==> src/rtl/stream_pkg.sv <==
// stream_pkg: shared definitions for the stream multiplexer family.
//   MODE_FIXED / MODE_RR : encoding of the mode_rr input
//   wrap_inc(idx, n)     : idx + 1 modulo n, used for round-robin scans
package stream_pkg;

    localparam logic MODE_FIXED = 1'b0;
    localparam logic MODE_RR    = 1'b1;

    // Increment an index with wrap-around to 0 at n.
    function automatic int wrap_inc(input int idx, input int n);
        int nxt;
        nxt = idx + 32'sd1;
        if (nxt >= n) begin
            nxt = 32'sd0;
        end else begin
            nxt = nxt;
        end
        return nxt;
    endfunction

endpackage

==> src/rtl/rr_arbiter.sv <==
// rr_arbiter: purely combinational round-robin arbiter.
//   req [N-1:0]  : request vector
//   ptr [SW-1:0] : index of the last granted requester; the scan starts one above it
//   gnt [N-1:0]  : one-hot grant, or all zero when nobody requests
module rr_arbiter
    import stream_pkg::*;
#(
    parameter int N  = 4,
    parameter int SW = $clog2(N)
) (
    input  logic [N-1:0]  req,
    input  logic [SW-1:0] ptr,
    output logic [N-1:0]  gnt
);

    logic [SW-1:0] idx_s;
    logic          found_s;

    // Scan N positions starting at ptr+1 (wrapping) and grant the first requester.
    always_comb begin
        gnt     = '0;
        found_s = 1'b0;
        idx_s   = SW'(wrap_inc(int'(ptr), N));
        for (int k = 0; k < N; k++) begin
            if (!found_s && req[idx_s]) begin
                gnt[idx_s] = 1'b1;
                found_s    = 1'b1;
            end else begin
                found_s = found_s;
            end
            idx_s = SW'(wrap_inc(int'(idx_s), N));
        end
    end

endmodule

==> src/rtl/rr_stream_mux.sv <==
// rr_stream_mux: N-channel valid/ready stream multiplexer with a registered output slot.
//   mode_rr   : 0 = channel chosen by sel, 1 = round-robin among valid channels
//   sel       : channel index for fixed mode (values >= N grant nothing)
//   in_valid / in_data / in_ready : per-channel input streams, channel i at in_data[i*W +: W]
//   out_valid / out_data / out_ch / out_ready : output stream plus source channel index
// One word per cycle is sustained because the slot reloads while it is being emptied.
module rr_stream_mux
    import stream_pkg::*;
#(
    parameter int N  = 4,
    parameter int W  = 8,
    parameter int SW = $clog2(N)
) (
    input  logic           clk,
    input  logic           rst_n,
    input  logic           mode_rr,
    input  logic [SW-1:0]  sel,
    input  logic [N-1:0]   in_valid,
    input  logic [N*W-1:0] in_data,
    output logic [N-1:0]   in_ready,
    output logic           out_valid,
    output logic [W-1:0]   out_data,
    output logic [SW-1:0]  out_ch,
    input  logic           out_ready
);

    logic           out_valid_q, out_valid_d;
    logic [W-1:0]   out_data_q,  out_data_d;
    logic [SW-1:0]  out_ch_q,    out_ch_d;
    logic [SW-1:0]  rr_ptr_q,    rr_ptr_d;

    logic           load_en_s;
    logic [N-1:0]   gnt_rr_s;
    logic [N-1:0]   gnt_fixed_s;
    logic [N-1:0]   grant_s;
    logic [N-1:0]   in_ready_s;
    logic           accept_s;
    logic [SW-1:0]  win_idx_s;
    logic [W-1:0]   win_data_s;

    rr_arbiter #(
        .N  (N),
        .SW (SW)
    ) u_arb (
        .req (in_valid),
        .ptr (rr_ptr_q),
        .gnt (gnt_rr_s)
    );

    // Fixed-mode grant: only the selected channel, and only if it is valid.
    always_comb begin
        gnt_fixed_s = '0;
        for (int i = 0; i < N; i++) begin
            if (sel == SW'(i)) begin
                gnt_fixed_s[i] = in_valid[i];
            end else begin
                gnt_fixed_s[i] = 1'b0;
            end
        end
    end

    // Mode mux, accept strobes, and encoding of the winning channel.
    always_comb begin
        load_en_s = !out_valid_q || out_ready;
        if (mode_rr == MODE_RR) begin
            grant_s = gnt_rr_s;
        end else begin
            grant_s = gnt_fixed_s;
        end
        in_ready_s = grant_s & {N{load_en_s}};
        accept_s   = |(in_ready_s & in_valid);
        win_idx_s  = '0;
        win_data_s = '0;
        for (int i = 0; i < N; i++) begin
            if (in_ready_s[i]) begin
                win_idx_s  = SW'(i);
                win_data_s = in_data[i*W +: W];
            end else begin
                win_idx_s  = win_idx_s;
            end
        end
    end

    // Next-state for the output slot and the round-robin pointer.
    always_comb begin
        out_valid_d = out_valid_q;
        out_data_d  = out_data_q;
        out_ch_d    = out_ch_q;
        rr_ptr_d    = rr_ptr_q;
        if (accept_s) begin
            out_valid_d = 1'b1;
            out_data_d  = win_data_s;
            out_ch_d    = win_idx_s;
            if (mode_rr == MODE_RR) begin
                rr_ptr_d = win_idx_s;
            end else begin
                rr_ptr_d = rr_ptr_q;
            end
        end else if (out_ready) begin
            out_valid_d = 1'b0;
        end else begin
            out_valid_d = out_valid_q;
        end
    end

    // State registers; pointer resets to N-1 so channel 0 wins the first scan.
    always_ff @(posedge clk or negedge rst_n) begin
        if (!rst_n) begin
            out_valid_q <= 1'b0;
            out_data_q  <= '0;
            out_ch_q    <= '0;
            rr_ptr_q    <= SW'(N - 1);
        end else begin
            out_valid_q <= out_valid_d;
            out_data_q  <= out_data_d;
            out_ch_q    <= out_ch_d;
            rr_ptr_q    <= rr_ptr_d;
        end
    end

    assign in_ready  = in_ready_s;
    assign out_valid = out_valid_q;
    assign out_data  = out_data_q;
    assign out_ch    = out_ch_q;

endmodule

==> config.mk <==
export PLATFORM = sky130hd
export DESIGN_NAME = rr_stream_mux
export DESIGN_NICKNAME = d
export VERILOG_FILES = /design/src/rtl/stream_pkg.sv /design/src/rtl/rr_arbiter.sv /design/src/rtl/rr_stream_mux.sv
export SDC_FILE = /design/constraint.sdc
export NUM_CORES = 1
export LEC_CHECK = 0
export ABC_AREA = 1
export CAP_MARGIN = 20
export CORE_MARGIN = 2
export CORE_UTILIZATION = 55
export CTS_CLUSTER_DIAMETER = 200
export DETAILED_ROUTE_END_ITERATION = 10
export DONT_BUFFER_PORTS = 1
export PLACE_DENSITY = 0.75
export SLEW_MARGIN = 20
export SYNTH_ARGS = -nofsm -noshare
export SYNTH_HDL_FRONTEND = slang
export SYNTH_HIERARCHICAL = 1
export SYNTH_SLANG_ARGS = --single-unit
export TNS_END_PERCENT = 20
==> constraint.sdc <==
create_clock -name clk -period 4.25 [get_ports clk]
set_input_delay 0.2125 -clock clk [delete_from_list [all_inputs] [get_ports clk]]
set_output_delay 0.2125 -clock clk [all_outputs]
set_load 0.02 [all_outputs]
==> impl_metrics.tcl <==
set metrics [dict create \
    status "finished, violations left" \
    cp.arrival_ns 3.35 \
    initial_utilization_pct 58.6 \
    postSynthAreaPerCell_um2 6.40 \
    irDropWorstVdd_mv 0.384 \
    clock_latency_ns 0.27 \
    grt_pass1_wl_um 6140 \
    synthCells 257 \
    period_share_pct 75.1 \
    firstDrtPassIters 7 \
    netlist_top_cells_area "nand2_1 22%, dfrtp_1 17%, nand2_2 9.5%" \
    syn_nets 307 \
    dieArea_mm2 0.00344 \
    fmaxAchievable_mhz 313 \
    slew_headroom_pct 62.3 \
    area.growth.synth_to_final_pct 2.21 \
    p_leak_nw 0.956 \
    finalSetupViolations 0 \
    synth_warnings 6 \
    cts_buffers 3 \
    gr-usage-all-layers_pct 22.8 \
    violations "DRC" \
    grt-ovfl-total 0 \
    async_reset_ff_share_pct 100 \
    maxCapViolations 0 \
    synth_edf_count 0 \
    crit_type "flip-flop to flip-flop" \
    synth_common_cells "95 x nand2_1, 26 x nand3_1, 25 x nand2_2" \
    layout_min_cycle_time_ns 3.19 \
    drive_gt1_share_pct 22.1 \
    drt_iter0_drc 88 \
    die_h_um 58.7 \
    synth_ff_type "dfrtp_1" \
    power_density_mw_per_mm2 777 \
    netlist.area_leader.share_pct 21.7 \
    drv_slew 0 \
    tightest_slew_ns 0.564 \
    synth_largest_area_cell "nand2_1" \
    endpoint_kind "flip-flop" \
    grt_max_degree 18 \
    dp_hpwl_um 2980 \
    routedWlPerCell_um 12.9 \
    ioPinCount 57 \
    drc 2 \
    hp-class "input pin to flip-flop" \
    ys_seq_area_share_pct 19.9 \
    critPathMaxFanout 15 \
    skew_ns 0.00554 \
    fin_tns_setup_ns 0 \
    yosysMostFrequentCell "nand2_1" \
    nets 309 \
    avgViaCountPerCell 5.42 \
    whs_path_depth 3 \
    rr_worst_depth 19 \
    port_buffers 0 \
    coreArea_mm2 0.00281 \
    finalHoldViolations 0 \
    path_clk_slew_ns 0.08 \
    start_kind "flip-flop" \
    ctsResizeCount 0 \
    cts_tree "done" \
    critPathRequiredTime_ns 4.41 \
    postLayoutCoreUtil_pct 59.9 \
    postCtsSetupRepairBufs 0 \
    cts_num_sinks 13 \
    diodes 0 \
    antenna_found_initial 0 \
    rows 19 \
    finalWirelength_um 3720 \
    syn-cell-area_mm2 0.00164 \
    detail-route-antenna-nets 0 \
    htree_levels 1 \
    cts_hold_buf 1 \
    cts.path.max_buffers 2 \
    num_vias 1565 \
    cts-root-buf "clkbuf_4" \
    grt_pass1_vias 1424 \
    place_congestion 0.852 \
    die_w_um 58.7 \
    ys_ff_latch 13 \
    synth.distinct_cells 24 \
    rsz0062_at_grt "false" \
]
[logic make-up (layout without fill, tap and decap cells)]
family | count (synthesis) | after routing | synth area share (%)
AND/OR/NAND/NOR | 191 | 191 | 59.7
buffers and inverters | 31 | 32 | 8.52
AO/OA/AOI/OAI | 14 | 14 | 5.78
flip-flops | 13 | 13 | 19.9
adder cells (fa/ha/maj) | 8 | 8 | 6.09
[where the power goes]
part           switching [mW]  internal (mW)  leakage [nW]  total, mW
Combinational           0.648          0.304         0.778      0.952
Sequential             0.0993          0.180         0.163      0.279
Clock                  0.0384         0.0364        0.0150     0.0748
[worst max-delay path, stage by stage (launching register included)]
cell and delay, ns:
dfstp_2 0.63, inv_1 0.15, ha_1 0.44, inv_1 0.14, nand2_1 0.09, nand2_1 0.07
nand2_1 0.10, nand2_4 0.09, nor2_8 0.12, nand3_1 0.08, nand3_1 0.09, inv_1 0.05
nand2_2 0.07, nand3_2 0.27, nand2_2 0.23, inv_2 0.09, a21oi_1 0.16, nand2_1 0.09
nand2_1 0.06, nand2_1 0.05
[metal layers]
layer | GRT usage (%) | share of wire, % | up-vias
li1 | - | - | 810
met5 | 0 | 0 | -
met1 | 31.0 | 45 | 693
met4 | 7.14 | 1.0 | 0
met2 | 36.4 | 45 | 58
met3 | 4.84 | 8.4 | 4
[registers in the layout, indices dropped and copies added, names as in the netlist]
register   cells
out_data       8
rr_ptr_q       2
out_valid      1
out_ch         2
[cells in the final DEF (no fill, tap or decap), types with 4 or more instances in the layout]
cell type	n
a21oi_1	4
inv_1	22
inv_2	5
nor2_1	18
nand3_1	26
ha_1	8
nand2_4	6
nand2_2	25
o21ai_0	7
nand4_1	7
dfrtp_1	11
nand3_2	6
nand2_1	95
[final timing paths]
check	startpoint	to	slack, ns
max in group asynchronous	rst_n	out_data[7]	3.51
worst max-delay path	rr_ptr_q[0]	out_data[4]	1.06
worst min register to register	rr_ptr_q[1]	rr_ptr_q[1]	0.53
worst min-delay path	mode_rr	rr_ptr_q[0]	0.09
min in group asynchronous	rst_n	out_ch[1]	0.36
worst max register to register	rr_ptr_q[0]	out_data[4]	1.06
[area by class of cell]
type	count	area, µm²
Multi-Input combinational cell	213	1180
Fill cell	274	1120
Sequential cell	13	328
Inverter	27	101
Tap cell	31	38.8
Clock buffer	4	26.3
Timing Repair Buffer	1	10.0
[stage by stage]
step                      worst slack, ns  cell area, µm²  power, mW  hold WS [ns]  cells
after floorplan                      1.43            1640       1.09       -0.0831    257
after global placement               1.17            1640       1.22       -0.0828    284
final                                1.06            1680       1.31        0.0853    289
after CTS                            1.09            1680       1.31        0.0798    289
after detailed placement             1.12            1640       1.22       -0.0828    284
after global routing                0.795            1680       1.44         0.100    289
(Power assumes the default switching activity.)
